`src/rtl/sc_stream_counter_pkg.sv`:
```
// Shared types and helpers for the stochastic stream counter.
// Bipolar result encoding is selected by STOCH_BIPOLAR_EN.
package sc_stream_counter_pkg;

  typedef enum logic {
    IDLE = 1'b0,
    RUN  = 1'b1
  } state_t;

  function automatic int res_width(input int win_log2);
    return win_log2 + 2;
  endfunction

  // 2*count - 2^win_log2, two's complement in 18 bits
  function automatic logic [17:0] bipolar_offset(
    input logic [17:0] count,
    input int          win_log2
  );
    return (count << 1) - (18'd1 << win_log2);
  endfunction

endpackage

```
`src/rtl/sc_stream_counter_window_timer.sv`:
```
// Enabled sample counter; flags the last sample of a 2^WIN_LOG2 window.
// Wraps to zero naturally after the last sample.
module sc_window_timer
#(
  parameter int WIN_LOG2 = 8
) (
  input  logic clk,
  input  logic rst,
  input  logic clear,
  input  logic sample,
  output logic last
);

  logic [WIN_LOG2-1:0] cnt;

  assign last = sample && (cnt == '1);

  always_ff @(posedge clk) begin
    if (rst || clear) begin
      cnt <= '0;
    end else if (sample) begin
      cnt <= cnt + 1'b1;
    end
  end

endmodule

```
`src/rtl/sc_stream_counter.sv`:
```
// Stochastic-to-binary converter: counts ones over a fixed window.
// Define STOCH_BIPOLAR_EN for a bipolar (2*count - WIN) result.
module sc_stream_counter
  import sc_stream_counter_pkg::*;
#(
  parameter int WIN_LOG2 = 8
) (
  input  logic                CLK,
  input  logic                RST,
  input  logic                EN,
  input  logic                START,
  input  logic                IN,
  output logic                BUSY,
  output logic                VALID,
  output logic [WIN_LOG2+1:0] RESULT
);

  localparam int AW = WIN_LOG2 + 1;
  localparam int RW = res_width(WIN_LOG2);

  state_t         state;
  logic [AW-1:0]  acc;
  logic [AW-1:0]  acc_nxt;
  logic [RW-1:0]  result_d;
  logic           sample;
  logic           last;

  assign sample  = (state == RUN) && EN;
  assign acc_nxt = acc + AW'(IN);

`ifdef STOCH_BIPOLAR_EN
  logic [17:0] bip;
  assign bip      = bipolar_offset(18'(acc_nxt), WIN_LOG2);
  assign result_d = bip[RW-1:0];
`else
  assign result_d = {1'b0, acc_nxt};
`endif

  sc_window_timer #(
    .WIN_LOG2(WIN_LOG2)
  ) u_timer (
    .clk   (CLK),
    .rst   (RST),
    .clear (START),
    .sample(sample),
    .last  (last)
  );

  always_ff @(posedge CLK) begin
    if (RST) begin
      state  <= IDLE;
      acc    <= '0;
      BUSY   <= 1'b0;
      VALID  <= 1'b0;
      RESULT <= '0;
    end else begin
      VALID <= 1'b0;
      unique case (state)
        IDLE: begin
          if (START) begin
            state <= RUN;
            acc   <= '0;
            BUSY  <= 1'b1;
          end
        end
        RUN: begin
          if (last) begin
            // completion beats a coincident restart
            RESULT <= result_d;
            VALID  <= 1'b1;
            acc    <= '0;
            state  <= START ? RUN : IDLE;
            BUSY   <= START;
          end else if (START) begin
            acc <= '0;
          end else if (EN) begin
            acc <= acc_nxt;
          end
        end
        default: begin
          state <= IDLE;
          BUSY  <= 1'b0;
        end
      endcase
    end
  end

endmodule

```
`config.mk`:
```
export PLATFORM = sky130hd
export DESIGN_NAME = sc_stream_counter
export DESIGN_NICKNAME = d
export VERILOG_FILES = /design/src/rtl/sc_stream_counter_pkg.sv /design/src/rtl/sc_stream_counter_window_timer.sv /design/src/rtl/sc_stream_counter.sv
export SDC_FILE = /design/constraint.sdc
export NUM_CORES = 1
export LEC_CHECK = 0
export CORE_MARGIN = 5
export CORE_UTILIZATION = 35
export DETAILED_ROUTE_END_ITERATION = 16
export GPL_ROUTABILITY_DRIVEN = 0
export PLACE_DENSITY = 0.62
export SKIP_LAST_GASP = 1
export SYNTH_ARGS = -nofsm -noshare
export SYNTH_HDL_FRONTEND = slang
export SYNTH_SLANG_ARGS = --single-unit
```
`constraint.sdc`:
```
create_clock -name CLK -period 2.08 [get_ports CLK]
set_clock_uncertainty 0.2 [all_clocks]
set_input_delay 0.624 -clock CLK [delete_from_list [all_inputs] [get_ports CLK]]
set_output_delay 0.624 -clock CLK [all_outputs]
set_load 0.02 [all_outputs]
```
# Word-level counts from Yosys, hierarchy flattened
# Cells that the tools add are included.
# word_totals
ff_bits	29
latchBits	0
mem_bits_rw	0
mem_bits_ro	0
inputBits	5
elab_cells	32
mem_count	0
# op_classes
addsub	2
multipliers	0
div	0
order_cmp	0
eq_ne	4
shifts	0
muxes	12
n_bitwise	1
reduce_logical	7
# op_table
operator	count
9-bit 2-to-1 mux	4
9-bit one-hot mux with 2 select lines	1
9-bit by 1-bit adder with 9-bit output	1
8-bit by 1-bit adder with 8-bit output (second input constant)	1
8-bit == test (second input constant)	1
2-bit AND reduction	3
1-bit 2-to-1 mux	5
4-bit by 3-bit != test with 1-bit output (second input constant)	1
1-bit one-hot mux with 2 select lines	2
1-bit logical AND	2
2-bit by 1-bit != test with 1-bit output (second input constant)	1
2-bit != test (second input constant)	1
2-bit OR reduction	1
1-bit logical OR	1
1-bit NOT	1

# Longest topological paths before layout
# depth
word_depth	5
mapped_depth	6
mapped_depth_nobuf	6

# Hierarchy
# Synthesis repeated with hierarchy kept, for this count alone.
# hier_totals
hier_cells	162
hier_area_um2	1473.9
# by_module_without_submodules
module	instances	cells_per_inst	area_per_inst_um2
sc_stream_counter	1	122	1119.8
sc_window_timer	1	40	354.1

# Worst setup path before layout
# OpenSTA, ideal clock, no wires.
# synth_timing
path_kind	input-to-reg
from	input port IN
to	register acc[4]
setup_ns	0.075
arrival_time_ns	1.511
required_time_ns	1.805
path_slack_ns	0.295
path_stages	5
cell_sequence	ha_1 > ha_1 > nand3_1 > or3_1 > o22ai_1
# synth_via
elab_chain_cells	5
# synth_rtl
element	line	source
start: declaration	sc_stream_counter.sv:12	input logic IN,
9-bit by 1-bit adder with 9-bit output	sc_stream_counter.sv:29	assign acc_nxt = acc + AW'(IN);
9-bit 2-to-1 mux	sc_stream_counter.sv:76	end else if (EN) begin
9-bit 2-to-1 mux	sc_stream_counter.sv:74	end else if (START) begin
9-bit 2-to-1 mux	sc_stream_counter.sv:67	if (last) begin
9-bit one-hot mux with 2 select lines	sc_stream_counter.sv:58	unique case (state)
end signal: assignment	sc_stream_counter.sv:77	acc <= acc_nxt;
end: declaration	sc_stream_counter.sv:22	logic [AW-1:0] acc;
# Every way passes these cells. The select of a mux whose other input is x is not followed.
# A chain may end at the register's enable or synchronous reset.

# Worst setup path after layout
# Ends and elaborated chain as after synthesis.

==> results by group <==
Place
  • Dpl cells: ~220
  • Cell Area, Placed: 0.00158 mm^2
  • Post-DP HPWL: 2030 um
  • PortBufs: 15

Worst setup path
  • Req. time, crit path: approximately 2.1 ns
  • Setup crit end kind: register
  • CP startpoint: IN
  • Critical path class: primary input to register
  • Worst reg2reg path depth: 5
  • Maximum fanout along the worst path: 5
  • Worst R2R Setup Slack: ~0.28 ns
  • Critical path endpoint: acc[4]
  • R2r endpoint: acc[5]
  • Startpoint types: primary input
  • Worst R2R Start: u_timer.cnt[0]
  • CP arrival: 2.06 ns

Yosys
  • Synth top area share: 45.0%
  • Synth area leaders: dfxtp_1 (45%), xor2_1 (6.1%), nor2_1 (5.2%), nand2_1 (4.7%), nand3_1 (4.3%)
  • FFs w/ async S/R, synth: 0%
  • Post-synth top area cell: dfxtp_1
  • Register bit total from synthesis: 29
  • Part of the Yosys area used for sequential elements: between 40% and 50%
  • Syn Inst Count: 148
  • Post-Syn Area: 0.00129 mm^2
  • Synth Flop Type: dfxtp_1
  • Number of flops mapped to enable cells by yosys: 0
  • Post-synth top cells: dfxtp_1 (29), nor2_1 (18), nand2_1 (16)
  • Syn_nets: 157
  • Mean Syn Cell Area: 8.71 um^2
  • Ys Warns: 0
  • Most common cell in the netlist: dfxtp_1
  • Count of cell types in the netlist: 31

Clock tree
  • Clock latency at the later pin of the worst-skew pair: 0.28 ns
  • CTS tree: yes
  • Post-CTS Setup Repair Bufs: 0
  • Clock tree sinks: 29
  • TritonCTS buffer count: 5
  • Clock Pin Slew Worst Setup and Hold Paths: 0.06 ns
  • H-tree levels: 2
  • Root Driver: clkbuf_8
  • Deepest clock path buffer count: 2

STA
  • Final Max Tran Viols: 0
  • Final Hold Vio Count: 0
  • Final worst path period share: 98.5%
  • Min Tclk post-route: 2.05 ns
  • Fmax: 488 MHz
  • Unrepaired setup endpoints after global routing: yes
  • Final setup violation count: 0

Floorplanning
  • # rows: 22
  • Core box area: 0.00361 mm^2
  • Chip height: 70.7 um
  • Initial Util: 35.7%
  • I/O pins: 17
  • Chip Width: just over 70 um
  • Die area: about 0.005 mm^2

Route
  • Routed len/inst: 12.5 um
  • Final ANT Viol Nets: 0
  • DRC Markers: 0
  • Final WL: about 2800 um
  • Drt via density: slightly below 5
  • Initial drt markers: 50
  • Drt pass-1 iters: 4
  • DR vias: 1116

Pwr
  • Peak supply drop: 348 uV
  • Power Density: 664 mW/mm^2
  • Pwr Total: 1.13 mW
  • Static Leakage: around 0.71 nW

Final layout
  • N_diodes: 0
  • Final cell count without fillers: 226
  • Filler Cell Count: roughly 340
  • Share of post-route cells with drive strength above 1: roughly 16%
  • Utilization after layout: 47.4%
  • Area growth, synth to finish: 32.5%
  • # nets final: 186
  • Final Instance Area: between 0.0015 and 0.002 mm^2

Global route
  • Met1 GRT Util: 12.8%
  • Largest net degree at the start of global routing: 17
  • Global Route met2 Usage: about a fifth
  • Remaining Overflow, GRT: 0
  • Overall Global Routing Usage: between 10% and 20%
  • First-pass GRT wire length: approximately 4800 um
  • Busiest grt layer: met2
  • Met3 Usage GRT: 5.68%
  • Initial antenna violation count: 0
  • Vias in the first global route: around 1100

Hold path
  • HP Class: register to register
  • Hold Crit Start: u_timer.cnt[1]

Job
  • Max-cap violations: 0

Status
  • Status: finished clean
-- worst max-delay path: stages --
cell             delay [ns]
clkdlybuf4s50_1        0.49
ha_1                   0.20
ha_4                   0.17
nand3_1                0.13
or3_1                  0.33
o22ai_1                0.12
-- per-layer routing --
metal	vias up	routed length, um
met5	-	0
met4	0	66
met3	8	183
met2	22	1420
met1	513	1150
li1	573	-
-- power by group --
group / switching [mW] / total, mW / internal, mW
Clock: 0.211 / 0.509 / 0.298
Sequential: 0.00306 / 0.563 / 0.559
Combinational: 0.0336 / 0.0627 / 0.0291
Total: 0.248 / 1.13 / 0.887
-- how the worst min path moves through the flow --
| stage | to | depth (start not counted) |
|---|---|---|
| detailed placement | acc[1] | 2 |
| floorplan | u_timer.cnt[1] | 2 |
| global placement | acc[1] | 2 |
| global route | u_timer.cnt[1] | 2 |
| finish | u_timer.cnt[1] | 2 |
| CTS | u_timer.cnt[1] | 2 |
-- registers in the layout, summed over array words and instances, names as in the netlist --
register     flops
u_timer.cnt      8
state            1
acc              9
VALID            1
BUSY             1
RESULT           9
-- layout by cell type, fill, tap and decap left out, drive strengths merged --
cell / Yosys / layout
dfxtp: 29 / 29
nor2: 18 / 18
nand2: 16 / 16
buf: 6 / 15
nand3: 11 / 11
xor2: 9 / 9
a21oi: 9 / 9
clkdlybuf4s50: 0 / 9
clkbuf: 2 / 7
o21ai: 6 / 6
a211oi: 6 / 6
dlymetal6s2s: 0 / 6
xnor2: 5 / 5
nand4: 5 / 5
nor3: 4 / 4
ha: 4 / 4
or3: 3 / 3
or2: 3 / 3
and3: 3 / 3
a311oi: 2 / 2
o22ai: 2 / 2
and2: 1 / 1
and4: 1 / 1
inv: 1 / 1
o32ai: 1 / 1
conb: 1 / 1
clkinv: 0 / 1
-- cell type report --
| type | instances | area, um^2 | area share [%] |
|---|---|---|---|
| clock buffers | 7 | 96.3 | 5.64 |
| clock inverters | 1 | 5.00 | 0.293 |
| inverters | 1 | 3.75 | 0.220 |
| multi-input cells | 110 | 672 | 39.3 |
| flip-flops and latches | 29 | 581 | 34.0 |
| well taps | 48 | 60.1 | 3.52 |
| repair buffers | 30 | 290 | 17.0 |
-- stage by stage --
| step | worst slack (ns) | setup TNS [ns] | hold WS, ns |
|---|---|---|---|
| final | 0.0320 | 0 | 0.272 |
| after floorplan | 0.295 | 0 | 0.249 |
| after global placement | -0.274 | -2.56 | 0.257 |
| after global routing | -0.0265 | -0.0297 | 0.298 |
| after detailed placement | -0.310 | -3.18 | 0.266 |
| after CTS | 0.00417 | 0 | 0.275 |
-- timing repair --
action | CTS | global route
resized for setup | 1 | 7
hold buffers | 0 | 0
pin swaps | 0 | 1
setup endpoints to repair | 1 | 11
-- kinds of logic after synthesis --
family | count (synthesis) | synth area share (%)
simple gates | 65 | 25.1
flops | 29 | 45.0
compound gates | 26 | 12.3
xor+xnor | 14 | 9.51
buf+inv | 9 | 3.79
fa+ha+maj | 4 | 3.88
other cells | 1 | 0.291
Note: power is estimated with default switching activity, not from simulation.
